`config.mk`:
```
export PLATFORM = sky130hd
export DESIGN_NAME = sevenseg_scan
export DESIGN_NICKNAME = d
export VERILOG_FILES = /design/src/rtl/sevenseg_pkg.sv /design/src/rtl/sevenseg_scan_decoder.sv /design/src/rtl/sevenseg_scan.sv
export SDC_FILE = /design/constraint.sdc
export NUM_CORES = 1
export LEC_CHECK = 0
export BUFFER_PORTS_ARGS = -buffer_cell sky130_fd_sc_hd__buf_4
export CORE_UTILIZATION = 49
export CTS_CLUSTER_DIAMETER = 200
export DETAILED_ROUTE_END_ITERATION = 7
export GPL_ROUTABILITY_DRIVEN = 0
export MAX_ROUTING_LAYER = met4
export PLACE_DENSITY = 0.8
export REMOVE_ABC_BUFFERS = 1
export SYNTH_ARGS = -nofsm -noshare
export SYNTH_HDL_FRONTEND = slang
export SYNTH_SLANG_ARGS = --single-unit
```
`constraint.sdc`:
```
create_clock -name clk -period 2.14 [get_ports clk]
set_clock_uncertainty 0.05 [all_clocks]
set_input_delay 0.107 -clock clk [delete_from_list [all_inputs] [get_ports clk]]
set_output_delay 0.107 -clock clk [all_outputs]
set_load 0.02 [all_outputs]
```
`src/rtl/sevenseg_pkg.sv`:
```
// Shared glyph constants and BCD-to-segment mapping for the display driver.
// Segment order is {g,f,e,d,c,b,a}, active-low.
package sevenseg_pkg;

  localparam int NUM_DIGITS = 4;

  localparam logic [6:0] SEG_0    = 7'b1000000;
  localparam logic [6:0] SEG_1    = 7'b1111001;
  localparam logic [6:0] SEG_2    = 7'b0100100;
  localparam logic [6:0] SEG_3    = 7'b0110000;
  localparam logic [6:0] SEG_4    = 7'b0011001;
  localparam logic [6:0] SEG_5    = 7'b0010010;
  localparam logic [6:0] SEG_6    = 7'b0000010;
  localparam logic [6:0] SEG_7    = 7'b1111000;
  localparam logic [6:0] SEG_8    = 7'b0000000;
  localparam logic [6:0] SEG_9    = 7'b0010000;
  localparam logic [6:0] SEG_DASH = 7'b0111111;
  localparam logic [6:0] SEG_OFF  = 7'b1111111;

  function automatic logic [6:0] bcd_to_seg(
    input logic [3:0] nib
  );
    logic [6:0] g;
    case (nib)
      4'd0:    g = SEG_0;
      4'd1:    g = SEG_1;
      4'd2:    g = SEG_2;
      4'd3:    g = SEG_3;
      4'd4:    g = SEG_4;
      4'd5:    g = SEG_5;
      4'd6:    g = SEG_6;
      4'd7:    g = SEG_7;
      4'd8:    g = SEG_8;
      4'd9:    g = SEG_9;
      default: g = SEG_DASH;
    endcase
    return g;
  endfunction

endpackage

```
`src/rtl/sevenseg_scan_decoder.sv`:
```
// Combinational nibble-to-glyph decoder; invalid BCD shows a dash.
// Shared by all digits through the scan mux.
module seg_decoder
  import sevenseg_pkg::*;
(
  input  logic [3:0] nibble_i,
  output logic [6:0] seg_o
);

  assign seg_o = bcd_to_seg(nibble_i);

endmodule

```
`src/rtl/sevenseg_scan.sv`:
```
// Four-digit multiplexed common-anode driver with frame latch, guard cycle
// and colon blink. Optional leading-zero blanking: SEVSEG_LZB_EN.
module sevenseg_scan
  import sevenseg_pkg::*;
#(
  parameter int REFRESH_DIV = 4,
  parameter int COLON_DIV   = 500
) (
  input  logic        clk,
  input  logic        rst,
  input  logic [15:0] bcd_in,
  output logic [6:0]  seg,
  output logic [3:0]  an,
  output logic        dp
);

  localparam int CW = (REFRESH_DIV > 2) ? $clog2(REFRESH_DIV) : 1;
  localparam int BW = (COLON_DIV > 1) ? $clog2(COLON_DIV) : 1;

  logic [CW-1:0] cnt_q, cnt_d;
  logic [1:0]    idx_q, idx_d;
  logic [15:0]   sh_q, sh_d;
  logic [BW-1:0] bc_q, bc_d;
  logic          ph_q, ph_d;
  logic [6:0]    seg_q, seg_d;
  logic [3:0]    an_q, an_d;
  logic          dp_q, dp_d;

  logic [3:0] nib;
  logic [6:0] glyph;
  logic       slot_end;
  logic       blink_end;
  logic       blank;

  assign nib = sh_q[{idx_q, 2'b00} +: 4];

  seg_decoder u_dec (
    .nibble_i (nib),
    .seg_o    (glyph)
  );

  assign slot_end  = (cnt_q == CW'(REFRESH_DIV - 1));
  assign blink_end = (bc_q == BW'(COLON_DIV - 1));

`ifdef SEVSEG_LZB_EN
  assign blank = (idx_q == 2'd3) && (nib == 4'd0);
`else
  assign blank = 1'b0;
`endif

  always_comb begin
    cnt_d = slot_end ? '0 : cnt_q + 1'b1;
    idx_d = slot_end ? idx_q + 2'd1 : idx_q;
    sh_d  = (slot_end && idx_q == 2'd3) ? bcd_in : sh_q;
    bc_d  = blink_end ? '0 : bc_q + 1'b1;
    ph_d  = blink_end ? ~ph_q : ph_q;
  end

  // cnt==0 is the dark guard cycle between digits
  always_comb begin
    seg_d = SEG_OFF;
    an_d  = 4'hF;
    dp_d  = 1'b1;
    if (cnt_q != '0) begin
      if (!blank) begin
        an_d  = ~(4'b0001 << idx_q);
        seg_d = glyph;
      end
      dp_d = ~((idx_q == 2'd2) && ph_q);
    end
  end

  always_ff @(posedge clk) begin
    if (rst) begin
      cnt_q <= '0;
      idx_q <= '0;
      sh_q  <= '0;
      bc_q  <= '0;
      ph_q  <= 1'b1;
      seg_q <= SEG_OFF;
      an_q  <= 4'hF;
      dp_q  <= 1'b1;
    end else begin
      cnt_q <= cnt_d;
      idx_q <= idx_d;
      sh_q  <= sh_d;
      bc_q  <= bc_d;
      ph_q  <= ph_d;
      seg_q <= seg_d;
      an_q  <= an_d;
      dp_q  <= dp_d;
    end
  end

  assign seg = seg_q;
  assign an  = an_q;
  assign dp  = dp_q;

endmodule

```
==> metrics.txt <==
outcome=completed; layout cells sized above 1=18.1%; total core area=approximately 3400 sq um; Power Internal=1.06 mW; sequential share of power=between 50% and 60%; Crit. End Element=register; CTS max path bufs=2; H-Tree Depth=2; Worst path slowest cell=mux4_2; Met1 Routed Length=1490 um; total power=between 1 and 1.5 mW; Port Buf Inserts=29; LEAKAGE=between 0.8 and 0.9 nW; Clk pwr share=28.9%; WL met2=around 1400 um; Synth area leader=dfxtp_1; CTS tree=yes; CP max stage delay=0.60 ns; Tcrit/Tclk final=93.7%; Initial Utilization=51.6%; Synth top cells by count=43 x nand2_1, 42 x dfxtp_1, 19 x a21oi_1, 14 x nor2_1, 13 x ha_1; Top FF cell, synth=dfxtp_1; area of the multi-input gates=838 sq um; Final Cell Area=between 2000 and 2500 sq um; crit path launch type=register; delay-heaviest family, CP=multiplexers; synthesized area=1750 sq um; Routed wire per std cell=11.0 um; setup repair bufs after CTS=0; Post-synth EDFFs=0; Slew Viols, Final=0; WS Path Type=reg2reg; clock slew at reported path FFs=0.11 ns; first-pass GRT wire length=between 5000 and 6000 um; routed vias=1390; final setup fails=0; gr ovfl total=0; post-synth top area share=48.0%; placed cell area=2000 sq um; Die Ht=61.8 um; reg-to-reg critical path endpoint=seg[4]$_SDFF_PP1_; RSZ-0062 raised after global routing=false; CP Buf/Inv Count=2; Worst Path Max Fanout=7; vias in the first global route=between 1000 and 1500; Max Cap Violations=0; Slew HR=62.5%; Final Critical Period=2.00 ns; Mean Syn Cell Area=9.12 sq um; # diodes=0; HPWL after detailed placement=2000 um; synth unique cells=30; Fmax=between 0.4 and 0.5 GHz; hold path cells=2; clk_lat worst skew=about 0.36 ns; NetSw=about 330 uW; I/O pins=30; Hold EP=bc_q[3]$_SDFF_PP0_; largest net degree at the start of global routing=28; Initial DRC Count=63; Fin Setup TNS=0 ns; CTS Buf Count=5; die width=61.8 um; via density per instance=4.89; Switching Fraction=23.8%; clock sinks=42; layout filler cell count=around 290; peak supply drop=404 uV; Reg2Reg Depth=7; nets@finish=268; GRT Util Overall=20.1%; sequential-to-total area share from yosys stat=roughly half; synth top area cells=dfxtp_1 48%, ha_1 9.3%, nand2_1 9.2%; Synth async-reset ratio=0%; data arrival time of the worst path=2.19 ns; CP Cell Sequence=mux4_2, inv_1, ha_1, inv_1, mux2_1, o2bb2ai_1, nand2_1; Area Overhead vs Synth=26.8%; worst-margin pin slew=0.560 ns; wirelength, routed=~3100 um; worst min path class=in2reg; register bit total from synthesis=42; most numerous cell in the Yosys netlist=nand2_1; synth warn=0; max layer used=met4; worst path required time=2.33 ns; Comb pwr share=11.8%; met3 WL=125 um; Post-DRT Antenna Nets=0; Cell Rows=21; DRC Markers=0; Root Driver=clkbuf_4; CP dominant cell by count=inv_1; Reg2Reg Setup Slack=0.14 ns; Cells after Synth=192; PD cells=624 nW/um^2; R2R Path Start=idx_q[0]$_SDFFE_PP0P_; die area=3820 sq um; initial antenna violation count=0; worst hold path startpoint=rst; Hold Fails Final Rpt=0; First-pass DRT Iterations=4; register area=841 sq um
[placed cells by master (no fill, tap or decap), types with 3 or more instances in the layout]
master,netlist,routed
nor3_1,4,4
nand4_1,3,3
buf_4,0,31
xor2_1,6,6
dlygate4sd3_1,0,16
inv_1,8,8
dfxtp_1,42,42
nand2_1,43,43
a21oi_1,19,19
mux4_2,4,4
clkbuf_4,0,5
nor2_1,14,14
o21ai_0,3,3
xnor2_1,3,3
ha_1,13,13
[how the worst max path moves through the flow]
stage / start / endpoint / slack, ns / cells after the start
6_report: idx_q[0]$_SDFFE_PP0P_ / seg[4]$_SDFF_PP1_ / 0.14 / 7
4_1_cts: idx_q[0]$_SDFFE_PP0P_ / seg[4]$_SDFF_PP1_ / 0.14 / 7
5_1_grt: idx_q[0]$_SDFFE_PP0P_ / seg[4]$_SDFF_PP1_ / 0.03 / 7
3_5_place_dp: idx_q[0]$_SDFFE_PP0P_ / seg[4]$_SDFF_PP1_ / 0.15 / 7
3_3_place_gp: idx_q[0]$_SDFFE_PP0P_ / seg[4]$_SDFF_PP1_ / 0.21 / 7
2_1_floorplan: idx_q[0]$_SDFFE_PP0P_ / seg[4]$_SDFF_PP1_ / 0.07 / 7
[flip-flops by register name, indices dropped and copies added (netlist names)]
register	cells
an	4
bc_q	9
cnt_q	2
dp	1
idx_q	2
ph_q	1
seg	7
sh_q	16
[power by group through the flow]
stage | registers [mW] | clock network [mW] | logic (mW)
floorplan | 0.863 | 0 | 0.0480
global placement | 0.839 | 0 | 0.137
detailed placement | 0.840 | 0 | 0.140
CTS | 0.822 | 0.409 | 0.163
global route | 0.826 | 0.453 | 0.181
finish | 0.822 | 0.400 | 0.163
[layout make-up]
class | instances | share of cell area (%)
inverters | 8 | 1.35
flip-flops and latches | 42 | 37.9
multi-input cells | 133 | 37.8
repair buffers | 47 | 17.7
clock inverters | 1 | 0.225
well taps | 46 | 2.59
clock buffers | 7 | 2.48
[through the flow]
step | setup slack (ns) | hold WS [ns] | util, % | std cells
after floorplan | 0.0740 | 0.126 | - | 183
after global placement | 0.208 | 0.305 | 59.0 | 260
after detailed placement | 0.152 | 0.313 | 59.0 | 260
after CTS | 0.136 | 0.0460 | 65.5 | 284
after global routing | 0.0299 | 0.0447 | 65.5 | 284
final | 0.135 | 0.0540 | 65.5 | 284
[what timing repair did]
action	in CTS	in global routing
hold buffers	16	0
gates resized for setup	0	0
endpoints found under the hold margin	16	0
[kinds of logic (layout without fill, tap and decap cells)]
family          Yosys count  after routing  synth area share (%)
simple gates             78             78                  19.4
flops                    42             42                  48.0
compound gates           27             27                  8.36
buf+inv                  17             63                  4.07
fa+ha+maj                13             13                  9.29
xor+xnor                  9              9                  4.50
mux                       6              6                  6.36
[routing by layer]
layer	up-vias	global-route usage (%)
met5	-	-
met4	0	7.94
met3	10	7.04
met2	31	30.7
met1	628	24.2
li1	721	-
Power figures use the tool's default switching activity.
